$ cat src/rtl/fpm_pkg.sv
// rtl/fpm_pkg.sv - shared widths, state type and helpers for the FPM mantissa multiplier
package fpm_pkg;

    localparam int PP_W    = 26;
    localparam int NGROUPS = 9;
    localparam int PROD_W  = 48;

    // {pp_neg, pp} is the one's-complement term, sign included
    localparam int TERM_W  = PP_W + 1;
    // Three guard bits above the product so group 8 never wraps mid-sum
    localparam int ACC_W   = PROD_W + 3;
    localparam int GRP_W   = 4;
    localparam int SH_W    = 6;

    typedef enum logic [0:0] {
        ACCUM = 1'b0,
        DONE  = 1'b1
    } booth_acc_state_t;

    // Radix-8 weight 8^g expressed as a left shift of 3*g
    function automatic logic [SH_W-1:0] group_shift(input logic [GRP_W-1:0] g);
        return SH_W'(g) * SH_W'(3);
    endfunction

endpackage

$ cat src/rtl/booth8_pp_accumulator_if.sv
// rtl/booth8_pp_accumulator_if.sv - partial-product in / product out handshake bundle
interface booth8_pp_accumulator_if;
    import fpm_pkg::*;

    logic              clear;
    logic              pp_valid;
    logic              pp_ready;
    logic [PP_W-1:0]   pp;
    logic              pp_neg;
    logic              res_valid;
    logic              res_ready;
    logic [PROD_W-1:0] product;
    logic [GRP_W-1:0]  grp_idx;

    // Booth selector / normaliser side
    modport master (
        output clear, pp_valid, pp, pp_neg, res_ready,
        input  pp_ready, res_valid, product, grp_idx
    );

    // Accumulator side
    modport slave (
        input  clear, pp_valid, pp, pp_neg, res_ready,
        output pp_ready, res_valid, product, grp_idx
    );

endinterface

$ cat src/rtl/booth8_pp_term.sv
// rtl/booth8_pp_term.sv - turns a selector partial product into a signed term plus negation carry
module booth8_pp_term
    import fpm_pkg::*;
(
    input  logic [PP_W-1:0]   pp,
    input  logic              pp_neg,
    output logic [TERM_W-1:0] term,
    output logic              corr
);

    // The selector already inverted pp for negative digits, so prepending the
    // neg bit yields the one's-complement value; the +1 that completes the
    // two's complement is handed back separately so the accumulator can fold
    // it in before weighting. All-ones with neg set becomes -1 + 1 = 0.
    assign term = {pp_neg, pp};
    assign corr = pp_neg;

endmodule

$ cat src/rtl/booth8_pp_accumulator.sv
// rtl/booth8_pp_accumulator.sv - sums radix-8 Booth partial products into the 48-bit mantissa product
module booth8_pp_accumulator
    import fpm_pkg::*;
(
    input  logic                    clk,
    input  logic                    rst,
    booth8_pp_accumulator_if.slave  bus
);

    booth_acc_state_t  state, state_nxt;
    logic [ACC_W-1:0]  acc, acc_nxt;
    logic [GRP_W-1:0]  grp, grp_nxt;
    logic [PROD_W-1:0] prod_q, prod_nxt;

    logic [TERM_W-1:0] term;
    logic              corr;
    logic [ACC_W-1:0]  term_sx;
    logic [ACC_W-1:0]  weighted;
    logic [ACC_W-1:0]  acc_sum;
    logic              last_grp;

    booth8_pp_term u_term (
        .pp     (bus.pp),
        .pp_neg (bus.pp_neg),
        .term   (term),
        .corr   (corr)
    );

    // Sign-extend, complete the negation, then weight by 8^grp
    assign term_sx  = {{(ACC_W-TERM_W){term[TERM_W-1]}}, term} + ACC_W'(corr);
    assign weighted = term_sx << group_shift(grp);
    assign acc_sum  = acc + weighted;
    assign last_grp = (grp == GRP_W'(NGROUPS - 1));

    // Next-state, datapath updates and handshake outputs; clear overrides everything
    always_comb begin
        state_nxt     = state;
        acc_nxt       = acc;
        grp_nxt       = grp;
        prod_nxt      = prod_q;
        bus.pp_ready  = 1'b0;
        bus.res_valid = 1'b0;

        case (state)
            ACCUM: begin
                bus.pp_ready = 1'b1;
                if (bus.pp_valid) begin
                    acc_nxt = acc_sum;
                    if (last_grp) begin
                        grp_nxt   = '0;
                        prod_nxt  = acc_sum[PROD_W-1:0];
                        state_nxt = DONE;
                    end else begin
                        grp_nxt = grp + GRP_W'(1);
                    end
                end
            end
            DONE: begin
                bus.res_valid = 1'b1;
                if (bus.res_ready) begin
                    state_nxt = ACCUM;
                    acc_nxt   = '0;
                    grp_nxt   = '0;
                end
            end
            default: begin
                state_nxt = ACCUM;
                acc_nxt   = '0;
                grp_nxt   = '0;
            end
        endcase

        // An abort never publishes a partial sum, so product keeps its old value
        if (bus.clear) begin
            state_nxt = ACCUM;
            acc_nxt   = '0;
            grp_nxt   = '0;
            prod_nxt  = prod_q;
        end
    end

    // State, accumulator, group counter and held product registers
    always_ff @(posedge clk or posedge rst) begin
        if (rst) begin
            state  <= ACCUM;
            acc    <= '0;
            grp    <= '0;
            prod_q <= '0;
        end else begin
            state  <= state_nxt;
            acc    <= acc_nxt;
            grp    <= grp_nxt;
            prod_q <= prod_nxt;
        end
    end

    assign bus.product = prod_q;
    assign bus.grp_idx = grp;

endmodule
$ cat src/flat_wrapper.sv
// flat-port wrapper written by rule: the top's interface ports become plain ports
module booth8_pp_accumulator_flat import fpm_pkg::*;
  (clk, rst, bus_clear, bus_pp_valid, bus_pp, bus_pp_neg, bus_res_ready, bus_pp_ready, bus_res_valid, bus_product, bus_grp_idx);
  booth8_pp_accumulator_if bus_i ();
  input  logic clk;
  input  logic rst;
  input wire logic [$bits(bus_i.clear)-1:0] bus_clear;
  input wire logic [$bits(bus_i.pp_valid)-1:0] bus_pp_valid;
  input wire logic [$bits(bus_i.pp)-1:0] bus_pp;
  input wire logic [$bits(bus_i.pp_neg)-1:0] bus_pp_neg;
  input wire logic [$bits(bus_i.res_ready)-1:0] bus_res_ready;
  output wire logic [$bits(bus_i.pp_ready)-1:0] bus_pp_ready;
  output wire logic [$bits(bus_i.res_valid)-1:0] bus_res_valid;
  output wire logic [$bits(bus_i.product)-1:0] bus_product;
  output wire logic [$bits(bus_i.grp_idx)-1:0] bus_grp_idx;
  assign bus_i.clear = bus_clear;
  assign bus_i.pp_valid = bus_pp_valid;
  assign bus_i.pp = bus_pp;
  assign bus_i.pp_neg = bus_pp_neg;
  assign bus_i.res_ready = bus_res_ready;
  assign bus_pp_ready = bus_i.pp_ready;
  assign bus_res_valid = bus_i.res_valid;
  assign bus_product = bus_i.product;
  assign bus_grp_idx = bus_i.grp_idx;
  booth8_pp_accumulator u_core (.clk(clk), .rst(rst), .bus(bus_i));
endmodule
$ cat config.mk
export PLATFORM = sky130hd
export DESIGN_NAME = booth8_pp_accumulator_flat
export DESIGN_NICKNAME = d
export VERILOG_FILES = /design/src/rtl/fpm_pkg.sv /design/src/rtl/booth8_pp_accumulator_if.sv /design/src/rtl/booth8_pp_term.sv /design/src/rtl/booth8_pp_accumulator.sv /design/src/flat_wrapper.sv
export SDC_FILE = /design/constraint.sdc
export NUM_CORES = 1
export LEC_CHECK = 0
export ABC_AREA = 0
export BUFFER_PORTS_ARGS = -buffer_cell sky130_fd_sc_hd__buf_4
export CAP_MARGIN = 20
export CORE_ASPECT_RATIO = 1.1
export CORE_UTILIZATION = 61
export DETAILED_ROUTE_END_ITERATION = 12
export GPL_TIMING_DRIVEN = 0
export PLACE_DENSITY = 0.82
export SKIP_LAST_GASP = 1
export SLEW_MARGIN = 20
export SYNTH_ARGS = -nofsm -noshare
export SYNTH_HDL_FRONTEND = slang
export SYNTH_SLANG_ARGS = --single-unit
export TNS_END_PERCENT = 100
$ cat constraint.sdc
create_clock -name clk -period 8.55 [get_ports clk]
set_clock_uncertainty 0.15 [all_clocks]
set_input_delay 0 -clock clk [delete_from_list [all_inputs] [get_ports clk]]
set_output_delay 0 -clock clk [all_outputs]
set_load 0.1 [all_outputs]
==> flow_metrics.env <==
export IMPL_drive_gt1_frac=0.1089
export IMPL_wirelength_mm=30.72
export IMPL_area_added_between_synthesis_and_finish_pct=13.28
export IMPL_yosysTopAreaCell="sky130_fd_sc_hd__dfrtp_1"
export IMPL_setup_viol=0
export IMPL_slowest_stage="sky130_fd_sc_hd__mux2i_1"
export IMPL_finish_net_count=1388
export IMPL_grt_first_pass_wirelength_mm=48.24
export IMPL_netlist_instances=1203
export IMPL_yosys_cell_types_count=70
export IMPL_achievable_frequency_mhz=123.1
export IMPL_hold_viol=0
export IMPL_worst_ir_drop_vdd_v=0.0001447
export IMPL_dp_cells=1480
export IMPL_synthTopCellsByArea="sky130_fd_sc_hd__dfrtp_1 27%, sky130_fd_sc_hd__nand2_1 8.4%, sky130_fd_sc_hd__ha_1 7.4%"
export IMPL_cts_tree="yes"
export IMPL_postPlaceCellArea_mm2=0.01022
export IMPL_yosys_register_bits=101
export IMPL_overflow=0
export IMPL_synth_top_area_frac=0.2707
export IMPL_cp_startpoint="u_core.bus.grp_idx[0]"
export IMPL_design_portCount=86
export IMPL_leakagePower_uw=0.004967
export IMPL_min_period_ps=8124
export IMPL_crit_required_ps=8660
export IMPL_cts_path_max_buffers=2
export IMPL_grt_pass1_vias=9259
export IMPL_holdCritPathClass="in -> async"
export IMPL_dieHeight_um=131.7
export IMPL_cts_sinks=101
export IMPL_final_standard_cell_utilization_of_the_core=0.7052
export IMPL_rows=47
export IMPL_pwr_density_cell_mw_per_mm2=291.5
export IMPL_pin_slew_with_the_least_headroom_to_its_limit_ps=1118
export IMPL_synth_enable_flop_cells=0
export IMPL_post_drt_via_cell_ratio=6.687
export IMPL_path_max_fanout=10
export IMPL_routed_vias=10031
export IMPL_initial_core_util=0.6225
export IMPL_cp_end_kind="register"
export IMPL_clockRootBuffer="sky130_fd_sc_hd__clkbuf_16"
export IMPL_non_filler_cells_in_the_finished_layout=1500
export IMPL_number_of_post_cts_setup_repair_buffers=0
export IMPL_tritoncts_num_buffers=9
export IMPL_reg2reg_from="u_core.bus.grp_idx[0]"
export IMPL_clk_transition_reported_paths_ps=80
export IMPL_drt_iter0_markers=1021
export IMPL_mappedNetlistNets=1292
export IMPL_groute_usage_overall=0.3869
export IMPL_drt_pre_antenna_iters=7
export IMPL_synth_cell_area_mm2=0.009335
export IMPL_hold_worst_slack_ps=50.93
export IMPL_largest_net_degree_at_the_start_of_global_routing=57
export IMPL_chipWidth_um=120.0
export IMPL_synth_async_reset_ratio=1.000
export IMPL_crit_path_start_kind="register"
export IMPL_timing_worst_setup_path_type="reg -> reg"
export IMPL_avgSynthCellArea_um2=7.760
export IMPL_max_stage_delay_ps=680
export IMPL_max_cap_viol_count=0
export IMPL_post_route_period_util=0.9502
export IMPL_gp_routability_congestion=1.003
export IMPL_grt_antenna_before_repair=0
export IMPL_timing_max_slew_rel_slack=0.2477
export IMPL_placement_io_buffers=79
export IMPL_crit_path_most_repeated_cell="sky130_fd_sc_hd__clkbuf_1"
export IMPL_ys_warnings_count=0
export IMPL_antenna_diode_count=0
export IMPL_die_area_mm2=0.01580
export IMPL_layout_cell_area_non_filler_mm2=0.01058
export IMPL_detail_route_drc_violations=0
export IMPL_worstPathCellList="clkbuf_1 > inv_1 > clkbuf_1 > clkbuf_1 > clkbuf_2 > ha_1 > clkbuf_1 > buf_1 > clkbuf_1 > o21ai_0 > mux2i_1 > and2_1 > ha_1 > a21oi_1 > a311o_1 > a2bb2oi_1 > a22oi_1 > o22ai_1 > o31ai_1 > a221oi_1 > or3_1 > a31o_1 > a22o_1"
export IMPL_outcome="finished, final reports clean"
export IMPL_avgRoutedWirePerCell_um=20.48
export IMPL_total_negative_setup_slack_ps=0
export IMPL_ant_nets=0
export IMPL_cp_arrival_ps=8230
export IMPL_setup_repair_after_global_routing_missed_its_margin="false"
export IMPL_insertion_delay_ps=370
export IMPL_synth_sequential_area_ratio=0.2707
export IMPL_synthFlopType="sky130_fd_sc_hd__dfrtp_1"
export IMPL_final_count_of_pins_violating_max_slew=0
export IMPL_core_mm2=0.01500
export IMPL_h_tree_depth=3
export IMPL_hpwl_mm=23.69
[cell families after synthesis]
| family | count (synthesis) | synth area share |
|---|---|---|
| DFF | 101 | 0.2707 |
| buffers and inverters | 99 | 0.04115 |
| AOI/OAI and AO/OA | 382 | 0.2702 |
| xor gates and xnor gates | 52 | 0.04879 |
| adders and majority gates | 57 | 0.07801 |
| and+or+nand+nor | 453 | 0.2217 |
| muxes | 59 | 0.06943 |
[critical path, delay by kind of cell, from the launching register on]
kind	cells	cell delay (ps)
adder cells (fa/ha/maj)	2	440
flip-flops	1	400
multiplexers	1	680
AND/OR/NAND/NOR	2	620
AO/OA/AOI/OAI	10	2880
buffers and inverters	8	2810
[metrics by stage]
step / power [µW] / setup slack (ps)
after floorplan: 2089 / 1681
after global placement: 2543 / 273.2
after detailed placement: 2585 / 233.2
after CTS: 3025 / 119.2
after global routing: 3258 / 59.42
final: 3083 / 426.0
[synth_stat cells, types with 11 or more instances]
master	n
sky130_fd_sc_hd__mux2_2	16
sky130_fd_sc_hd__nand2_1	208
sky130_fd_sc_hd__xnor2_1	33
sky130_fd_sc_hd__o21ai_0	80
sky130_fd_sc_hd__nand4_1	15
sky130_fd_sc_hd__buf_1	16
sky130_fd_sc_hd__nor4_1	12
sky130_fd_sc_hd__mux2i_1	40
sky130_fd_sc_hd__clkbuf_1	50
sky130_fd_sc_hd__o21a_1	12
sky130_fd_sc_hd__nor2b_1	11
sky130_fd_sc_hd__a21o_1	26
sky130_fd_sc_hd__nand3_1	32
sky130_fd_sc_hd__inv_1	27
sky130_fd_sc_hd__a22o_1	39
sky130_fd_sc_hd__o211ai_1	11
sky130_fd_sc_hd__ha_1	55
sky130_fd_sc_hd__and3_1	12
sky130_fd_sc_hd__xor2_1	19
sky130_fd_sc_hd__a21oi_1	88
sky130_fd_sc_hd__nor3_1	14
sky130_fd_sc_hd__o31ai_1	12
sky130_fd_sc_hd__a31oi_1	19
sky130_fd_sc_hd__o22ai_1	16
sky130_fd_sc_hd__a211oi_1	19
sky130_fd_sc_hd__nor2_1	97
sky130_fd_sc_hd__dfrtp_1	101
[per-layer routing]
layer	vias to the layer above	part of all wire	track usage
met2	579	0.46	0.6140
met1	4737	0.41	0.5083
li1	4609	-	-
met4	0	0.042	0.1875
met3	106	0.085	0.06704
met5	-	0	0
[sequential cells by signal, summed over array words and instances (netlist names)]
register            cells
u_core.bus.grp_idx      4
u_core.acc             48
u_core.bus.product     48
u_core.state            1
[area by class of cell]
class | instances | area, µm²
clock inverters | 7 | 73.82
plain buffers | 72 | 286.5
well taps | 196 | 245.2
inverters | 27 | 106.4
clock buffers | 9 | 225.2
repair buffers | 85 | 668.1
fillers | 1272 | 4420
multi-input cells | 1003 | 6442
flip-flops and latches | 101 | 2527
[path summary, 6_finish.rpt]
check	to	slack (ps)	cells past startpoint
worst max-delay path	u_core.acc[47]	430	23
worst min-delay path	u_core.bus.product[30]	50	3
worst max register to register	u_core.acc[47]	430	23
worst min register to register	u_core.bus.product[4]	330	2
max in group asynchronous	u_core.acc[45]	7570	4
min in group clk	u_core.acc[47]	70	4
[cell usage in the layout, fill, tap and decap left out, types with 5 or more instances in the layout]
cell / n
sky130_fd_sc_hd__nand2_1: 208
sky130_fd_sc_hd__dfrtp_1: 101
sky130_fd_sc_hd__nor2_1: 97
sky130_fd_sc_hd__a21oi_1: 88
sky130_fd_sc_hd__buf_4: 82
sky130_fd_sc_hd__o21ai_0: 80
sky130_fd_sc_hd__ha_1: 55
sky130_fd_sc_hd__clkbuf_1: 48
sky130_fd_sc_hd__mux2i_1: 40
sky130_fd_sc_hd__a22o_1: 39
sky130_fd_sc_hd__xnor2_1: 33
sky130_fd_sc_hd__nand3_1: 32
sky130_fd_sc_hd__a21o_1: 26
sky130_fd_sc_hd__inv_1: 26
sky130_fd_sc_hd__xor2_1: 19
sky130_fd_sc_hd__a31oi_1: 19
sky130_fd_sc_hd__a211oi_1: 18
sky130_fd_sc_hd__o22ai_1: 16
sky130_fd_sc_hd__mux2_2: 16
sky130_fd_sc_hd__buf_1: 15
sky130_fd_sc_hd__nand4_1: 15
sky130_fd_sc_hd__nor3_1: 14
sky130_fd_sc_hd__o21a_1: 12
sky130_fd_sc_hd__and3_1: 12
sky130_fd_sc_hd__o31ai_1: 12
sky130_fd_sc_hd__nor2b_1: 11
sky130_fd_sc_hd__o211ai_1: 11
sky130_fd_sc_hd__nor4_1: 11
sky130_fd_sc_hd__and2_1: 9
sky130_fd_sc_hd__or3_1: 9
sky130_fd_sc_hd__clkbuf_16: 9
sky130_fd_sc_hd__nand2b_1: 8
sky130_fd_sc_hd__o21bai_1: 7
sky130_fd_sc_hd__a22oi_1: 7
sky130_fd_sc_hd__and4_1: 6
sky130_fd_sc_hd__nor3b_1: 6
sky130_fd_sc_hd__or4_1: 5
[what timing repair did]
| item | CTS | global route |
|---|---|---|
| hold buffers | 4 | 0 |
| hold endpoints to repair | 106 | 0 |
| endpoints found under the setup margin | 0 | 16 |
| gates resized for setup | 0 | 7 |
[report_power, final]
part	switching, µW	internal, µW
logic	1300	719
registers	65.9	569
clock network	217	208
total	1590	1500
Note: power is estimated with default switching activity, not from simulation.
